$ cat src/rtl/spi_master_if.sv
`default_nettype none
//------------------------------------------------------------------------------
// Module : spi_master_if
// Brief  : Command handshake plus 4-wire SPI pins for the spi_master block.
// Rev    : 1.0 - initial release
//------------------------------------------------------------------------------
interface spi_master_if;
    logic       start;
    logic [7:0] tx_data;
    logic       busy;
    logic       done;
    logic [7:0] rx_data;
    logic       sclk;
    logic       mosi;
    logic       miso;
    logic       cs_n;

    modport master (
        input  start, tx_data, miso,
        output busy, done, rx_data, sclk, mosi, cs_n
    );

    modport slave (
        output start, tx_data, miso,
        input  busy, done, rx_data, sclk, mosi, cs_n
    );
endinterface
`default_nettype wire

$ cat src/rtl/spi_master.sv
`default_nettype none
//------------------------------------------------------------------------------
// Module : spi_master
// Brief  : SPI mode-0 initiator, one byte per transfer, MSB first.
// Rev    : 1.0 - initial release
//------------------------------------------------------------------------------
module spi_master #(
    parameter int CLK_DIV = 2
) (
    input  wire logic     clk,
    input  wire logic     rst,
    spi_master_if.master  bus
);

    localparam logic [1:0]  c_st_idle  = 2'd0;
    localparam logic [1:0]  c_st_shift = 2'd1;
    localparam logic [1:0]  c_st_hold  = 2'd2;
    localparam logic [15:0] c_div_last = 16'(CLK_DIV - 1);

    logic [1:0]  r_state;
    logic [1:0]  w_state_nxt;
    logic [15:0] r_cnt;
    logic [2:0]  r_bit_cnt;
    logic [7:0]  r_tx;
    logic [7:0]  r_rx;
    logic [7:0]  r_rx_data;
    logic        r_sclk;
    logic        r_cs_n;
    logic        r_busy;
    logic        r_done;
    logic        w_term;

    assign w_term = (r_cnt == c_div_last);

    always_ff @(posedge clk or posedge rst) begin
        if (rst) begin
            r_state <= c_st_idle;
        end else begin
            r_state <= w_state_nxt;
        end
    end

    always_comb begin
        w_state_nxt = r_state;
        case (r_state)
            c_st_idle: begin
                if (bus.start) begin
                    w_state_nxt = c_st_shift;
                end
            end
            c_st_shift: begin
                // The 8th falling sclk edge ends the shift phase.
                if (w_term && r_sclk && (r_bit_cnt == 3'd7)) begin
                    w_state_nxt = c_st_hold;
                end
            end
            c_st_hold: begin
                if (w_term) begin
                    w_state_nxt = c_st_idle;
                end
            end
            default: begin
                w_state_nxt = c_st_idle;
            end
        endcase
    end

    always_ff @(posedge clk or posedge rst) begin
        if (rst) begin
            r_cnt     <= '0;
            r_bit_cnt <= '0;
            r_tx      <= '0;
            r_rx      <= '0;
            r_rx_data <= '0;
            r_sclk    <= 1'b0;
            r_cs_n    <= 1'b1;
            r_busy    <= 1'b0;
            r_done    <= 1'b0;
        end else begin
            r_cs_n <= (w_state_nxt == c_st_idle);
            r_busy <= (w_state_nxt != c_st_idle);
            r_done <= 1'b0;
            case (r_state)
                c_st_idle: begin
                    r_sclk <= 1'b0;
                    if (bus.start) begin
                        r_tx      <= bus.tx_data;
                        r_cnt     <= '0;
                        r_bit_cnt <= '0;
                    end
                end
                c_st_shift: begin
                    if (w_term) begin
                        r_cnt  <= '0;
                        r_sclk <= ~r_sclk;
                        if (!r_sclk) begin
                            r_rx <= {r_rx[6:0], bus.miso};
                        end else begin
                            r_tx      <= {r_tx[6:0], 1'b0};
                            r_bit_cnt <= r_bit_cnt + 3'd1;
                        end
                    end else begin
                        r_cnt <= r_cnt + 16'd1;
                    end
                end
                c_st_hold: begin
                    if (w_term) begin
                        r_cnt     <= '0;
                        r_done    <= 1'b1;
                        r_rx_data <= r_rx;
                    end else begin
                        r_cnt <= r_cnt + 16'd1;
                    end
                end
                default: begin
                    r_cnt <= '0;
                end
            endcase
        end
    end

    // mosi follows the shift register MSB, so the first bit is set up in the first SHIFT cycle.
    assign bus.mosi    = r_tx[7];
    assign bus.sclk    = r_sclk;
    assign bus.cs_n    = r_cs_n;
    assign bus.busy    = r_busy;
    assign bus.done    = r_done;
    assign bus.rx_data = r_rx_data;

endmodule
`default_nettype wire

$ cat src/flat_wrapper.sv
// flat-port wrapper written by rule: the top's interface ports become plain ports
module spi_master_flat 
#(
    parameter int CLK_DIV = 2
)
  (clk, rst, bus_start, bus_tx_data, bus_miso, bus_busy, bus_done, bus_rx_data, bus_sclk, bus_mosi, bus_cs_n);
  spi_master_if bus_i ();
  input  wire logic clk;
  input  wire logic rst;
  input wire logic [$bits(bus_i.start)-1:0] bus_start;
  input wire logic [$bits(bus_i.tx_data)-1:0] bus_tx_data;
  input wire logic [$bits(bus_i.miso)-1:0] bus_miso;
  output wire logic [$bits(bus_i.busy)-1:0] bus_busy;
  output wire logic [$bits(bus_i.done)-1:0] bus_done;
  output wire logic [$bits(bus_i.rx_data)-1:0] bus_rx_data;
  output wire logic [$bits(bus_i.sclk)-1:0] bus_sclk;
  output wire logic [$bits(bus_i.mosi)-1:0] bus_mosi;
  output wire logic [$bits(bus_i.cs_n)-1:0] bus_cs_n;
  assign bus_i.start = bus_start;
  assign bus_i.tx_data = bus_tx_data;
  assign bus_i.miso = bus_miso;
  assign bus_busy = bus_i.busy;
  assign bus_done = bus_i.done;
  assign bus_rx_data = bus_i.rx_data;
  assign bus_sclk = bus_i.sclk;
  assign bus_mosi = bus_i.mosi;
  assign bus_cs_n = bus_i.cs_n;
  spi_master #(.CLK_DIV(CLK_DIV)) u_core (.clk(clk), .rst(rst), .bus(bus_i));
endmodule
$ cat config.mk
export PLATFORM = sky130hd
export DESIGN_NAME = spi_master_flat
export DESIGN_NICKNAME = d
export VERILOG_FILES = /design/src/rtl/spi_master_if.sv /design/src/rtl/spi_master.sv /design/src/flat_wrapper.sv
export SDC_FILE = /design/constraint.sdc
export NUM_CORES = 1
export LEC_CHECK = 0
export CAP_MARGIN = 20
export CORE_MARGIN = 4
export CORE_UTILIZATION = 30
export DETAILED_ROUTE_END_ITERATION = 10
export HOLD_SLACK_MARGIN = 0.02
export PLACE_DENSITY = 0.55
export REMOVE_ABC_BUFFERS = 1
export SLEW_MARGIN = 20
export SYNTH_ARGS = -nofsm -noshare
export SYNTH_HDL_FRONTEND = slang
export SYNTH_SLANG_ARGS = --single-unit
$ cat constraint.sdc
create_clock -name clk -period 6.4 [get_ports clk]
set_input_delay 1.6 -clock clk [delete_from_list [all_inputs] [get_ports clk]]
set_output_delay 1.6 -clock clk [all_outputs]
set_load 0.1 [all_outputs]
==> flow_metrics.tcl, run 1 <==
set metrics [dict create \
    cap_violations 0 \
    n_antenna_cell 0 \
    yosysTopAreaCell "dfrtp_1" \
    critical_path_arrival_ps 2080 \
    wl_per_cell_um 12.98 \
    required_ps 4800 \
    fp.dieH_um 97.49 \
    drt.antenna.violating_nets 0 \
    cts_resized 0 \
    num_rows 32 \
    synthTopCellsByArea "dfrtp_1 50%, mux2_2 6.6%, ha_1 4.2%" \
    seq_area_mm2 0.001227 \
    min_period_ps 3684 \
    holdBufCountCts 0 \
    multi_input_area_mm2 0.001105 \
    io_pins 25 \
    syn2layout_area_growth_pct 18.23 \
    ys_seq_elements 49 \
    hold_class "reg2reg" \
    io_buffers 24 \
    clockRootBuffer "clkbuf_8" \
    via_per_inst 4.884 \
    power_frac_seq_pct 59.8 \
    clock-sinks 49 \
    clockPowerShare_pct 37.0 \
    async_reset_ff_share_pct 100.0 \
    power.internal_mw 0.3961 \
    core_mm2 0.007767 \
    dominantRegCellSynth "dfrtp_1" \
    finalHoldViolCount 0 \
    drc_errors 0 \
    yosysTopAreaCellShare_pct 50.00 \
    first_global_vias 1704 \
    rr_startpoint "u_core.r_cnt[1]" \
    cts_tree "yes" \
    peakVddDrop_v 0.00006867 \
    cts_setup_buffers 0 \
    netlist-cell-type-count 45 \
    cp_num_buf_inv 1 \
    worstHoldStart "u_core.r_cnt[15]" \
    place_hpwl_um 3153 \
    layout-drive-gt1-share_pct 15.23 \
    crit_type "reg2out" \
    p_leak_nw 1.255 \
    path_cells "clkdlybuf4s50_1" \
    crit_slowest_cell "clkdlybuf4s50_1" \
    grt_max_degree 50 \
    worst_pin_slew_ps 984.4 \
    grt_pass1_wl_um 8224 \
    rsz0062_at_grt "false" \
    switching_share_pct 23.55 \
    cp_top_family "buffers and inverters" \
    die_w_um 97.49 \
    num_vias 1685 \
    p_switching_mw 0.1220 \
    drtPass1Iterations 4 \
    p_per_area_mw_per_mm2 182.4 \
    startpoint_type "flop" \
    fin_crit_sh_pct 57.56 \
    gp_congestion 0.7271 \
    ctsHtreeMaxLevel 2 \
    yosys_warnings 0 \
    yosys-top-cells-count "48 x dfrtp_1, 18 x o21ai_0, 15 x nand2_1" \
    outcome "finished clean" \
    relSlewSlack_pct 34.17 \
    synthCells 218 \
    synth_most_common_cell "dfrtp_1" \
    finish.utilization_pct 36.57 \
    fin_setup_tns_ps 0 \
    die_area_mm2 0.009503 \
    path_max_fanout 9 \
    track_usage_pct 10.35 \
    synth_edf_count 0 \
    setup_violations 0 \
    numCtsBuffers 5 \
    initialDrtViolationCount 101 \
    clock_path_buffers 2 \
    antenna_found_initial 0 \
    critPathMaxStageDelay_ps 1210 \
    clock_latency_ps 310 \
    critPathCaptureType "primary output" \
    power_frac_comb_pct 3.2 \
    fillerInstances 771 \
    path_clk_slew_ps 90 \
    ys_seq_area_share_pct 51.09 \
    start_util_pct 30.93 \
    clock_skew_ps 4.590 \
    max_freq_ghz 0.2714 \
    drt_wl_total_um 4477 \
    syn_area_mm2 0.002402 \
    slew_viol_final 0 \
    avgSynthCellArea_um2 11.02 \
    overflow 0 \
    hold_ws_ps 500.3 \
    worstSetupStartpoint "u_core.bus.sclk" \
    nets 262 \
]
-- final timing paths --
check | to | slack [ps] | cells after the start
max | bus_sclk | 2720 | 1
min | u_core.r_cnt[15] | 500 | 1
max reg2reg | u_core.r_cnt[5] | 3820 | 6
min reg2reg | u_core.r_cnt[15] | 500 | 1
max in group asynchronous | u_core.r_bit_cnt[0] | 4160 | 2
min in group asynchronous | u_core.bus.rx_data[4] | 1750 | 2
-- per-stage QoR --
step / cells / power [mW] / instance area [um^2] / setup WS (ps)
2_1_floorplan: 210 / 0.3232 / 2370 / 3490
3_3_place_gp: 337 / 0.3331 / 2745 / 2977
3_5_place_dp: 337 / 0.3334 / 2745 / 2929
4_1_cts: 345 / 0.5291 / 2839 / 2693
5_1_grt: 345 / 0.5446 / 2840 / 2663
6_report: 345 / 0.5181 / 2840 / 2716
-- flip-flops by register name, summed over array words and instances (netlist names) --
name                flops
u_core.bus.busy         1
u_core.bus.cs_n         1
u_core.bus.done         1
u_core.bus.rx_data      8
u_core.bus.sclk         1
u_core.r_bit_cnt        3
u_core.r_cnt           16
u_core.r_rx             8
u_core.r_state          2
u_core.r_tx             8
-- cell families (layout without fill, tap and decap cells) --
family / count (synthesis) / in the layout / synth area share [%]
and+or+nand+nor: 68 / 68 / 16.72
AOI/OAI and AO/OA: 50 / 50 / 14.32
DFF: 49 / 49 / 51.09
buffers and inverters: 18 / 43 / 2.916
muxes: 16 / 16 / 7.500
xor gates and xnor gates: 9 / 9 / 3.281
adders and majority gates: 8 / 8 / 4.167
-- layout by cell type (no fill, tap or decap), types with 2 or more instances in the layout --
cell type,n
dfrtp_1,48
clkdlybuf4s50_1,24
o21ai_0,18
nand2_1,15
mux2_2,14
nor2_1,13
nand3_1,12
inv_1,9
ha_1,8
o22ai_1,7
a2bb2oi_1,6
xor2_1,5
o31ai_1,5
clkbuf_8,5
nor2b_1,4
xnor2_1,4
nand4_1,3
nor3_1,3
a31oi_1,3
or3_1,2
a41oi_1,2
nor4_4,2
and2_2,2
o21a_1,2
a21oi_1,2
mux2_1,2
inv_6,2
-- per-layer routing --
layer  routed length (um)  global-route usage (%)  vias up
met3                  128                   2.800        8
met1                 2271                   14.28      833
met5                    0                       0        -
met4                   71                   3.514        0
li1                     -                       -      829
met2                 2006                   15.66       15
-- power groups by stage --
stage / sequential [mW] / combinational [mW] / clock, mW
5_1_grt: 0.310 / 0.0185 / 0.216
6_report: 0.310 / 0.0165 / 0.192
3_3_place_gp: 0.316 / 0.0171 / 0
2_1_floorplan: 0.318 / 0.00485 / 0
4_1_cts: 0.310 / 0.0172 / 0.202
3_5_place_dp: 0.316 / 0.0173 / 0
-- area by class of cell --
class	instances	area share, %
multi-input cells	151	38.90
inverters	10	1.366
flip-flops and latches	49	43.22
clock buffers	5	2.423
clock inverters	3	0.8811
well taps	102	4.493
repair buffers	25	8.722
(Power assumes the default switching activity.)
==> inputs of run 2 (changes only) <==
- clock period: 6.4 -> 3.5 ns (I/O delays scaled with it)
==> flow_metrics.tcl, run 2 (same netlist as run 1, synthesis figures left out) <==
set metrics [dict create \
    outcome "finished clean" \
    max_freq_ghz 0.3861 \
    p_switching_mw 0.2248 \
    place_ws_ps 881.4 \
    crit_type "reg2reg" \
    clock-sinks 49 \
    worst_pin_slew_ps 672.3 \
    path_max_fanout 9 \
    peakVddDrop_v 0.0001304 \
    drtPass1Iterations 4 \
    post_dp_cell_area_mm2 0.002728 \
    r2r-end "u_core.r_cnt[5]" \
    worstSetupStartpoint "u_core.r_cnt[1]" \
    overflow 0 \
    io_buffers 24 \
    setup_ws_ps 909.9 \
    drt_wl_total_um 4567 \
    holdBufCountCts 0 \
    die_area_mm2 0.009503 \
    num_rows 32 \
    start_util_pct 30.93 \
    drc_errors 0 \
    finish.utilization_pct 36.32 \
    grt_pass1_wl_um 8024 \
    power_frac_comb_pct 3.3 \
    clockPowerShare_pct 37.0 \
    switching_share_pct 23.66 \
    layout_common_cells "48 x dfrtp_1, 18 x o21ai_0, 16 x buf_4" \
    num_vias 1686 \
    fin_setup_tns_ps 0 \
    numCtsBuffers 5 \
    power.internal_mw 0.7254 \
    p_leak_nw 1.289 \
    clockRootBuffer "clkbuf_8" \
    ctsHtreeMaxLevel 2 \
    p_per_area_mw_per_mm2 336.8 \
    n_antenna_cell 0 \
    required_ps 3680 \
    syn2layout_area_growth_pct 17.45 \
    r2r_slack_ps 910 \
    slew_viol_final 0 \
    largest_register_ffs 16 \
    grt_max_degree 34 \
    fp.dieH_um 97.49 \
    clock_latency_ps 310 \
    initialDrtViolationCount 77 \
    hold_class "reg2reg" \
    setup_violations 0 \
    track_usage_pct 10.23 \
    final_area_mm2 0.002821 \
    cap_violations 0 \
    cts_tree "yes" \
    place_hpwl_um 3250 \
    clock_path_buffers 2 \
    startpoint_type "flop" \
    core_mm2 0.007767 \
    layout_commonest_cell "dfrtp_1" \
    stdcell_count 347 \
    critical_path_arrival_ps 2770 \
    crit_path_end "u_core.r_cnt[5]" \
    finalHoldViolCount 0 \
    fin_crit_sh_pct 74.00 \
    wl_per_cell_um 13.16 \
    first_global_vias 1680 \
    via_per_inst 4.859 \
    io_pins 25 \
    power_frac_seq_pct 59.6 \
    ff2ff_path_depth 6 \
    rsz0062_at_grt "false" \
    gp_congestion 0.7196 \
    cts_resized 0 \
    dp.cells 339 \
    nets 264 \
    relSlewSlack_pct 54.88 \
    clock_skew_ps 5.624 \
    critPathCaptureType "flop" \
    antenna_found_initial 0 \
    drt.antenna.violating_nets 0 \
    path_clk_slew_ps 90 \
    layout-drive-gt1-share_pct 21.22 \
    min_period_ps 2590 \
    rr_startpoint "u_core.r_cnt[1]" \
    largest_register "u_core.r_cnt" \
    die_w_um 97.49 \
    cts_setup_buffers 0 \
]
-- run 2: cell count changes in the layout (fill, tap and decap cells not counted) --
cell             change
inv_2                +1
clkdlybuf4s50_1     -13
buf_4               +15
clkinv_2             -1
-- run 2: routing by layer --
metal / track usage, % / part of all wire [%] / vias to the layer above
li1: - / - / 831
met1: 13.57 / 49 / 823
met2: 15.81 / 45 / 22
met3: 2.297 / 3.2 / 10
met4: 4.792 / 2.5 / 0
met5: 0 / 0 / -
-- run 2: worst min path at each step --
stage               slack (ps)                     to             startpoint  cells after the start
finish                     510  u_core.bus.rx_data[5]  u_core.bus.rx_data[5]                      1
global route               540  u_core.bus.rx_data[1]  u_core.bus.rx_data[1]                      1
CTS                        520       u_core.r_cnt[15]       u_core.r_cnt[15]                      1
detailed placement         490  u_core.bus.rx_data[5]  u_core.bus.rx_data[5]                      1
global placement           480       u_core.r_cnt[15]       u_core.r_cnt[15]                      1
floorplan                  450       u_core.r_cnt[15]       u_core.r_cnt[15]                      1
-- run 2: through the flow --
step / power [mW] / hold WS (ps)
floorplan: 0.5911 / 446.8
global placement: 0.6105 / 481.5
detailed placement: 0.6110 / 494.6
CTS: 0.9688 / 516.2
global route: 0.9965 / 536.6
finish: 0.9503 / 511.6
-- run 2: layout make-up --
type                       count  area, um^2
clock inverter                 3       25.02
sequential                    49        1227
timing repair buffer          27       230.2
inverter                      10       37.54
multi-input combinational    151        1105
clock buffer                   5       68.82
tap                          102       127.6
fill                         785        4946
-- run 2: critical path, stage by stage (launching register included) --
cell and delay, ps:
dfrtp_1 430, inv_1 70, ha_1 130, or4b_4 520, o41ai_4 620, nor2b_1 570
nor2_1 110
-- run 2: power by group through the flow --
stage	clock [mW]	sequential, mW	combinational [mW]
2_1_floorplan	0	0.582	0.00886
3_3_place_gp	0	0.578	0.0327
3_5_place_dp	0	0.578	0.0331
4_1_cts	0.369	0.567	0.0332
5_1_grt	0.394	0.567	0.0357
6_report	0.352	0.567	0.0316
